File: config.mk
export PLATFORM = sky130hd
export DESIGN_NAME = cmp_lanes_pipe
export DESIGN_NICKNAME = d
export VERILOG_FILES = /design/src/rtl/cmp_lanes_pipe_pkg.sv /design/src/rtl/cmp_lanes_pipe_lane.sv /design/src/rtl/cmp_lanes_pipe.sv
export SDC_FILE = /design/constraint.sdc
export NUM_CORES = 1
export LEC_CHECK = 0
export CAP_MARGIN = 20
export CORE_MARGIN = 2
export CORE_UTILIZATION = 25
export DETAILED_ROUTE_END_ITERATION = 7
export PLACE_DENSITY_LB_ADDON = 0.25
export SLEW_MARGIN = 20
export SYNTH_ARGS = -nofsm -noshare
export SYNTH_HDL_FRONTEND = slang
export SYNTH_SLANG_ARGS = --single-unit
File: constraint.sdc
create_clock -name clock -period 3.4 [get_ports clock]
set_input_delay 0.34 -clock clock [delete_from_list [all_inputs] [get_ports clock]]
set_output_delay 0.34 -clock clock [all_outputs]
set_load 0.01 [all_outputs]
File: src/rtl/cmp_lanes_pipe_pkg.sv
`default_nettype none
// ============================================================================
//  Module   : cmp_pkg
//  Purpose  : Shared types and constants for the cmp_lanes_pipe comparator
//             slice: comparator op encoding and the hit counter width.
//  Revision : 1.0  initial release
// ============================================================================
package cmp_pkg;

    // Comparator relation selector; codes 6 and 7 are reserved and yield 0.
    typedef enum logic [2:0] {
        CMP_EQ  = 3'd0,
        CMP_NEQ = 3'd1,
        CMP_LT  = 3'd2,
        CMP_LE  = 3'd3,
        CMP_GT  = 3'd4,
        CMP_GE  = 3'd5
    } cmp_op_t;

    localparam int CMP_CNT_W = 16;

endpackage
`default_nettype wire

File: src/rtl/cmp_lanes_pipe_lane.sv
`default_nettype none
// ============================================================================
//  Module   : cmp_lane
//  Purpose  : One combinational W-bit comparator lane. Evaluates a OP b with
//             either two's-complement or unsigned ordering; reserved op codes
//             produce 0.
//  Revision : 1.0  initial release
// ============================================================================
module cmp_lane
    import cmp_pkg::*;
#(
    parameter int W      = 8,
    parameter bit SIGNED = 1'b0
) (
    input  logic [W-1:0] a_i,
    input  logic [W-1:0] b_i,
    input  logic [2:0]   op_i,
    output logic         res_o
);

    logic w_eq;
    logic w_lt;

    assign w_eq = (a_i == b_i);

    // Ordering is the only part that depends on signedness.
    generate
        if (SIGNED) begin : g_signed
            assign w_lt = ($signed(a_i) < $signed(b_i));
        end else begin : g_unsigned
            assign w_lt = (a_i < b_i);
        end
    endgenerate

    // Map the selected relation onto the eq/lt primitives.
    always_comb begin
        res_o = 1'b0;
        case (op_i)
            CMP_EQ:  res_o = w_eq;
            CMP_NEQ: res_o = ~w_eq;
            CMP_LT:  res_o = w_lt;
            CMP_LE:  res_o = w_lt | w_eq;
            CMP_GT:  res_o = ~(w_lt | w_eq);
            CMP_GE:  res_o = ~w_lt;
            default: res_o = 1'b0;
        endcase
    end

endmodule
`default_nettype wire

File: src/rtl/cmp_lanes_pipe.sv
`default_nettype none
// ============================================================================
//  Module   : cmp_lanes_pipe
//  Purpose  : LANES independent W-bit comparators with a run-time selected
//             relation, a LAT-stage valid-tracked pipeline and a global stall
//             enable. Optional saturating hit counter enabled by the macro
//             CMP_HIT_CNT_EN (hit_cnt tied to zero when undefined).
//  Revision : 1.0  initial release
// ============================================================================
module cmp_lanes_pipe
    import cmp_pkg::*;
#(
    parameter int W      = 8,
    parameter int LANES  = 4,
    parameter int LAT    = 1,
    parameter bit SIGNED = 1'b0
) (
    input  logic                 clock,
    input  logic                 reset,
    input  logic                 en,
    input  logic                 in_valid,
    input  logic [2:0]           op,
    input  logic [LANES*W-1:0]   a,
    input  logic [LANES*W-1:0]   b,
    output logic                 out_valid,
    output logic [LANES-1:0]     y,
    output logic                 any_y,
    output logic [CMP_CNT_W-1:0] hit_cnt
);

    logic [LANES-1:0] w_res;

    // Stage LAT-1 is the output stage.
    logic [LAT-1:0]   vld_q;
    logic [LAT-1:0]   any_q;
    logic [LANES-1:0] y_q [LAT];

    generate
        for (genvar g = 0; g < LANES; g++) begin : g_lane
            cmp_lane #(
                .W      (W),
                .SIGNED (SIGNED)
            ) u_lane (
                .a_i   (a[g*W +: W]),
                .b_i   (b[g*W +: W]),
                .op_i  (op),
                .res_o (w_res[g])
            );
        end
    endgenerate

    // Capture results into stage 0 and shift the rest; bubbles carry zeros.
    always_ff @(posedge clock) begin
        if (reset) begin
            vld_q <= '0;
            any_q <= '0;
            for (int i = 0; i < LAT; i++) begin
                y_q[i] <= '0;
            end
        end else if (en) begin
            vld_q[0] <= in_valid;
            any_q[0] <= in_valid & (|w_res);
            y_q[0]   <= in_valid ? w_res : '0;
            for (int i = 1; i < LAT; i++) begin
                vld_q[i] <= vld_q[i-1];
                any_q[i] <= any_q[i-1];
                y_q[i]   <= y_q[i-1];
            end
        end
    end

    assign out_valid = vld_q[LAT-1];
    assign any_y     = any_q[LAT-1];
    assign y         = y_q[LAT-1];

`ifdef CMP_HIT_CNT_EN
    // A hit is counted on the edge that moves a valid, any-true beat into the
    // output stage, so a stalled output is never counted twice.
    logic                 w_nxt_hit;
    logic [CMP_CNT_W-1:0] cnt_q;
    logic [CMP_CNT_W-1:0] cnt_d;

    generate
        if (LAT == 1) begin : g_hit_direct
            assign w_nxt_hit = in_valid & (|w_res);
        end else begin : g_hit_staged
            assign w_nxt_hit = any_q[LAT-2];
        end
    endgenerate

    // Saturating increment.
    always_comb begin
        cnt_d = cnt_q;
        if (en && w_nxt_hit && (cnt_q != {CMP_CNT_W{1'b1}})) begin
            cnt_d = cnt_q + 1'b1;
        end
    end

    // Counter register, cleared only by reset.
    always_ff @(posedge clock) begin
        if (reset) begin
            cnt_q <= '0;
        end else begin
            cnt_q <= cnt_d;
        end
    end

    assign hit_cnt = cnt_q;
`else
    assign hit_cnt = '0;
`endif

endmodule
`default_nettype wire

Yosys cells after proc, flatten, opt, wreduce, memory -nomap -nowiden

Memories as Yosys holds them, arrays and structs flattened.
Index checks and enable logic that the tools add are counted.

Mux-type cells: 12
Reductions and logical operators: 3
Bitwise operators: 17
Order comparisons: 4
Equal/unequal tests: 9

Operators with widths:

| operator             | number |
|---|---|
| $eq A8 B8 Y1         | 4 |
| $lt A8 B8 Y1         | 4 |
| $pmux W1 S6          | 4 |
| $not A1 Y1           | 12 |
| $mux W4              | 2 |
| $reduce_or A4 Y1     | 2 |
| $eq A3 B2 Y1 const B | 2 |
| $eq A3 B3 Y1 const B | 2 |
| $mux W1              | 6 |
| $or A1 B1 Y1         | 4 |
| $eq A3 B1 Y1 const B | 1 |
| $logic_not A3 Y1     | 1 |
| $and A1 B1 Y1        | 1 |

Output and inout bits: 22
Memories kept: 1
Register bits: 2
Memory bits (writable): 4
Bits of input ports: 71

Memory list:

| memory | words | bits a word | rd ports | clocked after memory_dff | write ports | line                 | text |
|---|---|---|---|---|---|---|---|
| y_q    | 1     | 4           | 1        | 0                        | 1           | cmp_lanes_pipe.sv:36 | `logic [LANES-1:0] y_q [LAT];` |

Depth between registers and ports, before layout

Gate-level depths: netlist of run 1.

Word-level depth: 6
Depth in mapped cells: 9
Mapped depth without buffers: 9

Cells and area by module

A second synthesis of run 1 with hierarchy kept.

Cell total of the unflattened synthesis: 169
Area total of the unflattened synthesis: 1,411.4 µm²

By module, submodules not included:

| module         | cells each | instances | area an instance (µm²) |
|---|---|---|---|
| cmp_lane       | 34         | 4         | 265.3 |
| cmp_lanes_pipe | 33         | 1         | 350.3 |

Worst setup path before layout of run 1

Ideal clock, no wire load.

Kind: input -> register
From: in b[23]
To: reg any_q, in the netlist any_y
Data required time: 3.280 ns
Buffers on the path: 0
Arrival: 1.588 ns
Library setup time: 0.120 ns
Slack: 1.692 ns
Stages on the path: 9
Path through: inv_1 ha_1 nand4_2 nor2_2 xnor2_1 o22ai_2 nor3b_2 and4_1 o21ai_2

Cells in the longest elaborated chain, start to end: 6
Elaborated cells on any way between the ends: 9
Those cells by class: order compare (1); eq/ne (1); mux (1); bitwise (5); reduce/logical (1)

Ends and longest elaborated chain:

| what                                                | line                                                 | text |
|---|---|---|
| start: declaration                                  | cmp_lanes_pipe.sv:24                                 | `input logic [LANES*W-1:0] b,` |
| $lt A8 B8 Y1 / $eq A8 B8 Y1 (equally long branches) | cmp_lanes_pipe_lane.sv:31, cmp_lanes_pipe_lane.sv:24 |  |
| $or A1 B1 Y1                                        | cmp_lanes_pipe_lane.sv:42, cmp_lanes_pipe_lane.sv:43 |  |
| $not A1 Y1                                          | cmp_lanes_pipe_lane.sv:43                            | `CMP_GT: res_o = ~(w_lt \| w_eq);` |
| $pmux W1 S6 *                                       | cmp_lanes_pipe_lane.sv:38                            | `case (op_i)` |
| $reduce_or A4 Y1 *                                  | cmp_lanes_pipe.sv:62                                 | `any_q[0] <= in_valid & (\|w_res);` |
| $and A1 B1 Y1 *                                     | cmp_lanes_pipe.sv:62                                 |  |
| end signal: indexed assignment                      | cmp_lanes_pipe.sv:66                                 | `any_q[i] <= any_q[i-1];` |
| end: declaration                                    | cmp_lanes_pipe.sv:35                                 | `logic [LAT-1:0] any_q;` |

Every way passes the cells marked *; elsewhere a longest branch is shown, timed or not.
A chain may end at the register's enable or synchronous reset.

Worst setup path in the final report of run 1

From: in b[31]
To: reg any_q, in the netlist any_y

Same word-level chain as after synthesis.

==> results of run 1 <==
## synth_stat cells
cell type   n
nor3_1      4
and4_1      1
conb_1      1
dfxtp_1     2
nand4_2     4
a21oi_1    16
buf_2       1
o22ai_2     1
nand3b_1    1
o21ai_1     5
nor3b_2     4
o21ai_2     1
o21ai_0     3
nand2b_1    1
nor2_1      5
or2_2       1
xnor2_1     4
nand4_1     4
edfxtp_1    4
o22ai_1     3
nand2_1    11
o211ai_1    4
inv_1      33
buf_4      17
o31a_1      4
ha_1       32
nor2b_1     5
nor2_2      4
## cell families after synthesis
kind of cell	after synthesis	share of synthesized area [%]
AO/OA/AOI/OAI	37	16.42
other	1	0.2735
XOR/XNOR	4	2.554
buffers and inverters	51	18.70
flip-flops	6	11.68
adder cells (fa/ha/maj)	32	29.20
AND/OR/NAND/NOR	45	21.17
## cells in the final DEF, fill, tap and decap left out, types with 2 or more instances in the layout
cell             count
clkdlybuf4s50_1     76
inv_1               33
ha_1                32
a21oi_1             16
conb_1              16
nand2_1             11
nor2_1               5
nor2b_1              5
o21ai_1              5
o211ai_1             4
nand4_1              4
nor3_1               4
nor2_2               4
xnor2_1              4
o31a_1               4
nor3b_2              4
nand4_2              4
edfxtp_1             4
o22ai_1              3
o21ai_0              3
clkbuf_8             3
dfxtp_1              2
## cell type report
cell class                 instances  area (um^2)  share of cell area, %
clock buffer                       4        45.04                  2.058
inverter                          33        123.9                  5.660
timing repair buffer              76        760.7                  34.76
sequential                         6        160.2                  7.318
tap                               70        87.58                  4.002
multi-input combinational        134         1011                  46.20
## through the flow
stage	hold WS [ns]	utilization, %	power, mW	instances
floorplan	0.4666	-	0.2087	191
global placement	0.4315	41.18	0.3041	319
detailed placement	0.4361	41.18	0.3056	319
CTS	0.4427	42.04	0.4224	323
global route	0.4523	42.04	0.4513	323
finish	0.4381	42.04	0.4146	323
## where the power goes
group | total, mW | switching [mW] | internal (mW)
Combinational | 0.217 | 0.0873 | 0.130
Clock | 0.113 | 0.0319 | 0.0807
Sequential | 0.0850 | 0.00153 | 0.0835
Total | 0.415 | 0.121 | 0.294
## tightest hold or removal path: cells and delay by family, from the launching register on
family,cells,cell delay [ns]
DFF,1,0.30
and+or+nand+nor,2,0.09
## path summary, 6_finish.rpt
path | from | end | slack (ns) | cells past startpoint
worst max-delay path | b[31] | any_y | 1.27 | 10
worst min-delay path | out_valid | out_valid | 0.44 | 2
worst max register to register | any_y | any_y | 2.86 | 2
worst min register to register | out_valid | out_valid | 0.44 | 2
## metal layers
| metal | routed length, um | vias to the layer above |
|---|---|---|
| met5 | 0 | - |
| met4 | 31 | 0 |
| met3 | 247 | 5 |
| met2 | 1459 | 58 |
| met1 | 1245 | 608 |
| li1 | - | 730 |
## registers in the layout, summed over array words and instances (netlist names)
| name | flops |
|---|---|
| any_y | 1 |
| y_q | 4 |
| out_valid | 1 |
==> qor.yml, run 1 <==
finish:
  final_area_mm2: 0.002188
  fillers: 562
  nets: 357
  antenna_cells: 0
  syn2layout_area_growth_pct: 59.58
  drive_gt1_share_pct: 7.115
synth:
  yosysTopAreaCell: "ha_1"
  yosysSeqAreaShare_pct: 11.68
  netlist_area_mm2: 0.001371
  netlist_top_cells_area: "ha_1 (29%), buf_4 (9.3%), inv_1 (9.0%), edfxtp_1 (8.8%), a21oi_1 (5.8%)"
  synth_top_area_share_pct: 29.20
  yosysWarnings: 0
  netlist_instances: 176
  yosysUniqueCellTypes: 28
  syn_area_per_cell_um2: 7.792
  ys_seq_elements: 6
sta:
  setup_viol: 0
  drv_slew: 0
  rsz0062_at_grt: "no"
  setup_ws_ns: 1.270
  skew_ns: 0
  hold_viol: 0
  relSlewSlack_pct: 65.14
  tightest_slew_ns: 0.5213
  fin_crit_ns: 2.130
  finalCritPeriodShare_pct: 62.65
  setup-tns-final_ns: 0
  fmax_ghz: 0.4695
placed_design:
  place_area_mm2: 0.002143
  port_buffers: 76
  dp_slack_ns: 1.013
  dp_hpwl_um: 2738
  gp_congestion: 0.6690
global_route:
  grt-ovfl-total: 0
  grt_start_max_net_pins: 13
  grtUsageMet3_pct: 1.494
  met1_usage_pct: 11.55
  grtUsageMet2_pct: 18.19
  antenna_found_initial: 0
  grtUsageTotal_pct: 9.836
  grt_pass1_vias: 1321
  grt_pass1_wl_um: 5064
  top_usage_layer: "met2"
clock_tree:
  cts_setup_buffers: 0
  hold_buffers: 0
  cts_tree: "done"
  clk_latency_ns: 0.22
  cts-resized-gates: 0
  path_clk_slew_ns: 0.04
  htreeDepth: 1
  cts.sinks: 6
  clockBufferDepth: 2
  tritoncts.num_buffers: 3
  root_buffer: "clkbuf_8"
route:
  drt_iter0_drc: 39
  viasPerCell: 4.337
  routed_wl_um: 2984
  wire_per_inst_um: 9.238
  drc_errors: 0
  first_pass_iters: 4
  vias: 1401
  ant_nets: 0
floorplan:
  die_y_um: 78.06
  start_util_pct: 26.35
  io_pins: 93
  coreArea_mm2: 0.005205
  dieArea_mm2: 0.006093
  chipWidth_um: 78.06
  core.rowCount: 26
power_and_ir_drop:
  powerDensity_mw_per_mm2: 189.5
  ir_drop_uv: 80.04
  p_leak_nw: 1.000
run:
  cap_violations: 0
critical_path:
  crit_type: "input pin to flip-flop"
  critical_path.max_stage_delay_ns: 0.45
  end_kind: "flip-flop"
  cp_num_buf_inv: 2
  worstPathRequired_ns: 3.51
  crit_fanout: 3
  slowest_stage: "clkdlybuf4s50_1"
  crit_family: "simple AND/OR/NAND/NOR gates"
  cp-start-kind: "input pin"
  path_cells: "clkdlybuf4s50_1 > inv_1 > ha_1 > nand4_1 > nor2_2 > xnor2_1 > o22ai_1 > nor3b_2 > and4_1 > o21ai_2"
  worstPathArrival_ns: 2.24
status:
  status: "finished clean"
min_path:
  min_path_type: "flip-flop to flip-flop"
Power figures use the tool's default switching activity.
==> run 2, diff against run 1 <==
clock period = 1.7 ns   (was 3.4 ns; I/O delays follow)
==> qor.yml, run 2 (synthesis results as in run 1) <==
placed_design:
  dp_slack_ns: -0.4485  # -1.462 ns
  dp_hpwl_um: 2753  # +0.53%
  port_buffers: 76  # unchanged
  gp_congestion: 0.7065  # +5.6%
  dp_cells: 327  # +2.5%
sta:
  setup_ws_ns: 0.06361  # -1.206 ns
  setup_viol: 0  # unchanged
  drv_slew: 0  # unchanged
  finalCritPeriodShare_pct: 96.26
  fin_crit_ns: 1.636
  hold_viol: 0  # unchanged
  skew_ns: 0  # unchanged
  fmax_ghz: 0.6111
global_route:
  top_usage_layer: "met2"
  grtUsageTotal_pct: 11.87  # +2.0 points
  grt_pass1_vias: 1495  # +13%
  antenna_found_initial: 0  # unchanged
  grt-ovfl-total: 0  # unchanged
  grtUsageMet2_pct: 21.98  # +3.8 points
  grt_start_max_net_pins: 9  # -4
  grtUsageMet3_pct: 3.218  # +1.7 points
  grt_pass1_wl_um: 6113  # +21%
  met1_usage_pct: 14.38  # +2.8 points
route:
  viasPerCell: 4.320  # -0.39%
  first_pass_iters: 4  # unchanged
  drt_iter0_drc: 48  # +23%
  vias: 1456  # +3.9%
  wire_per_inst_um: 10.95  # +18%
  drc_errors: 0  # unchanged
  ant_nets: 0  # unchanged
  routed_wl_um: 3689  # +24%
power_and_ir_drop:
  power.internal_mw: 0.6352  # +120%
  seq_power_share_pct: 17.8  # -2.7 points
  ir_drop_uv: 223.0  # +180%
  p_total_mw: 0.9533  # +130%
  swShare_pct: 33.36  # +4.2 points
  powerDensity_mw_per_mm2: 362.5  # +91%
  p_switching_mw: 0.3180  # +160%
  p_clk_share_pct: 23.6  # -3.6 points
  p_leak_nw: 1.139  # +14%
  p_comb_share_pct: 58.6  # +6.3 points
run:
  cap_violations: 0  # unchanged
finish:
  syn2layout_area_growth_pct: 91.79
  drive_gt1_share_pct: 37.08  # +30 points
  finalNonFillerCells: 337  # +4.3%
  final_common_cell: "dlygate4sd2_1"
  fillers: 531  # -5.5%
  antenna_cells: 0  # unchanged
  multi_input_comb_area_mm2: 0.001450  # +43%
  nets: 371  # +3.9%
  regArea_um2: 160.2  # unchanged
  largest-register: "y_q"
  final_cell_mix: "dlygate4sd2_1 (54), ha_4 (26), inv_2 (24), conb_1 (16)"
  largest_register_ffs: 4  # unchanged
  utilization_pct: 50.53  # +8.5 points
status:
  status: "finished clean"
floorplan:
  start_util_pct: 26.35  # unchanged
  dieArea_mm2: 0.006093  # unchanged
  core.rowCount: 26  # unchanged
  io_pins: 93  # unchanged
  chipWidth_um: 78.06  # unchanged
  die_y_um: 78.06  # unchanged
  coreArea_mm2: 0.005205  # unchanged
clock_tree:
  path_clk_slew_ns: 0.04  # about the same
  root_buffer: "clkbuf_8"
  htreeDepth: 1  # unchanged
  cts_tree: "done"
  clk_latency_ns: 0.22  # about the same
  cts.sinks: 6  # unchanged
  tritoncts.num_buffers: 3  # unchanged
  clockBufferDepth: 2  # unchanged
  hold_buffers: 0  # unchanged
critical_path:
  worstPathArrival_ns: 1.74  # -0.50 ns
  worstPathRequired_ns: 1.80  # -1.71 ns
  end_kind: "flip-flop"
  crit_type: "input pin to flip-flop"
  cp-start-kind: "input pin"
  crit_fanout: 3  # unchanged
min_path:
  min_path_type: "flip-flop to flip-flop"
run 2: through the flow:
stage / TNS (ns) / cell area [um^2] / hold slack, ns
after floorplan: 0 / 1428 / 0.3514
after global placement: -1.739 / 2203 / 0.4332
after detailed placement: -1.853 / 2203 / 0.4334
after CTS: 0 / 2567 / 0.4401
after global routing: -0.006086 / 2630 / 0.4746
final: 0 / 2630 / 0.4368
run 2: cell type report:
cell class                      count  area share (%)
Clock buffer                        4           1.713
Timing Repair Buffer               90           29.02
Multi-Input combinational cell    134           55.14
Tap cell                           70           3.330
Inverter                           33           4.710
Sequential cell                     6           6.089
run 2: metal layers:
metal | vias up | routed length [um] | share of wire, %
met3 | 0 | 297 | 8.1
met1 | 641 | 1527 | 41
li1 | 760 | - | -
met5 | - | 0 | 0
met2 | 55 | 1864 | 51
met4 | 0 | 0 | 0
run 2: repair_timing:
action | 4_1_cts | 5_1_grt
gates resized for setup | 124 | 30
setup buffers | 5 | 1
setup endpoints to repair | 5 | 2
pin swaps | 49 | 25
run 2: power by group through the flow:
| stage | Clock (mW) | Sequential, mW | Combinational, mW |
|---|---|---|---|
| after global placement | 0 | 0.172 | 0.453 |
| after global routing | 0.241 | 0.171 | 0.624 |
| after detailed placement | 0 | 0.172 | 0.457 |
| final | 0.225 | 0.170 | 0.559 |
| after floorplan | 0 | 0.178 | 0.240 |
| after CTS | 0.229 | 0.170 | 0.529 |
run 2: path summary, 6_finish.rpt:
path,slack [ns],end,start,depth (start not counted)
setup / recovery,0.06,any_y,a[11],9
hold / removal,0.44,out_valid,out_valid,2
setup reg to reg,1.17,any_y,any_y,2
hold reg to reg,0.44,out_valid,out_valid,2
run 2: critical path, stage by stage:
cell and delay, ns:
dlygate4sd2_1 0.26, ha_4 0.27, nand4_1 0.17, nor2_4 0.16, xnor2_2 0.12, o22ai_2 0.09
nor3b_2 0.22, and4_1 0.23, o21ai_2 0.05
==> run 3, diff against run 2 <==
GPL_ROUTABILITY_DRIVEN = 0   (was not set)
==> results of run 3 <==
Same layout as run 2: the final DEF is identical, and so are final timing and power.
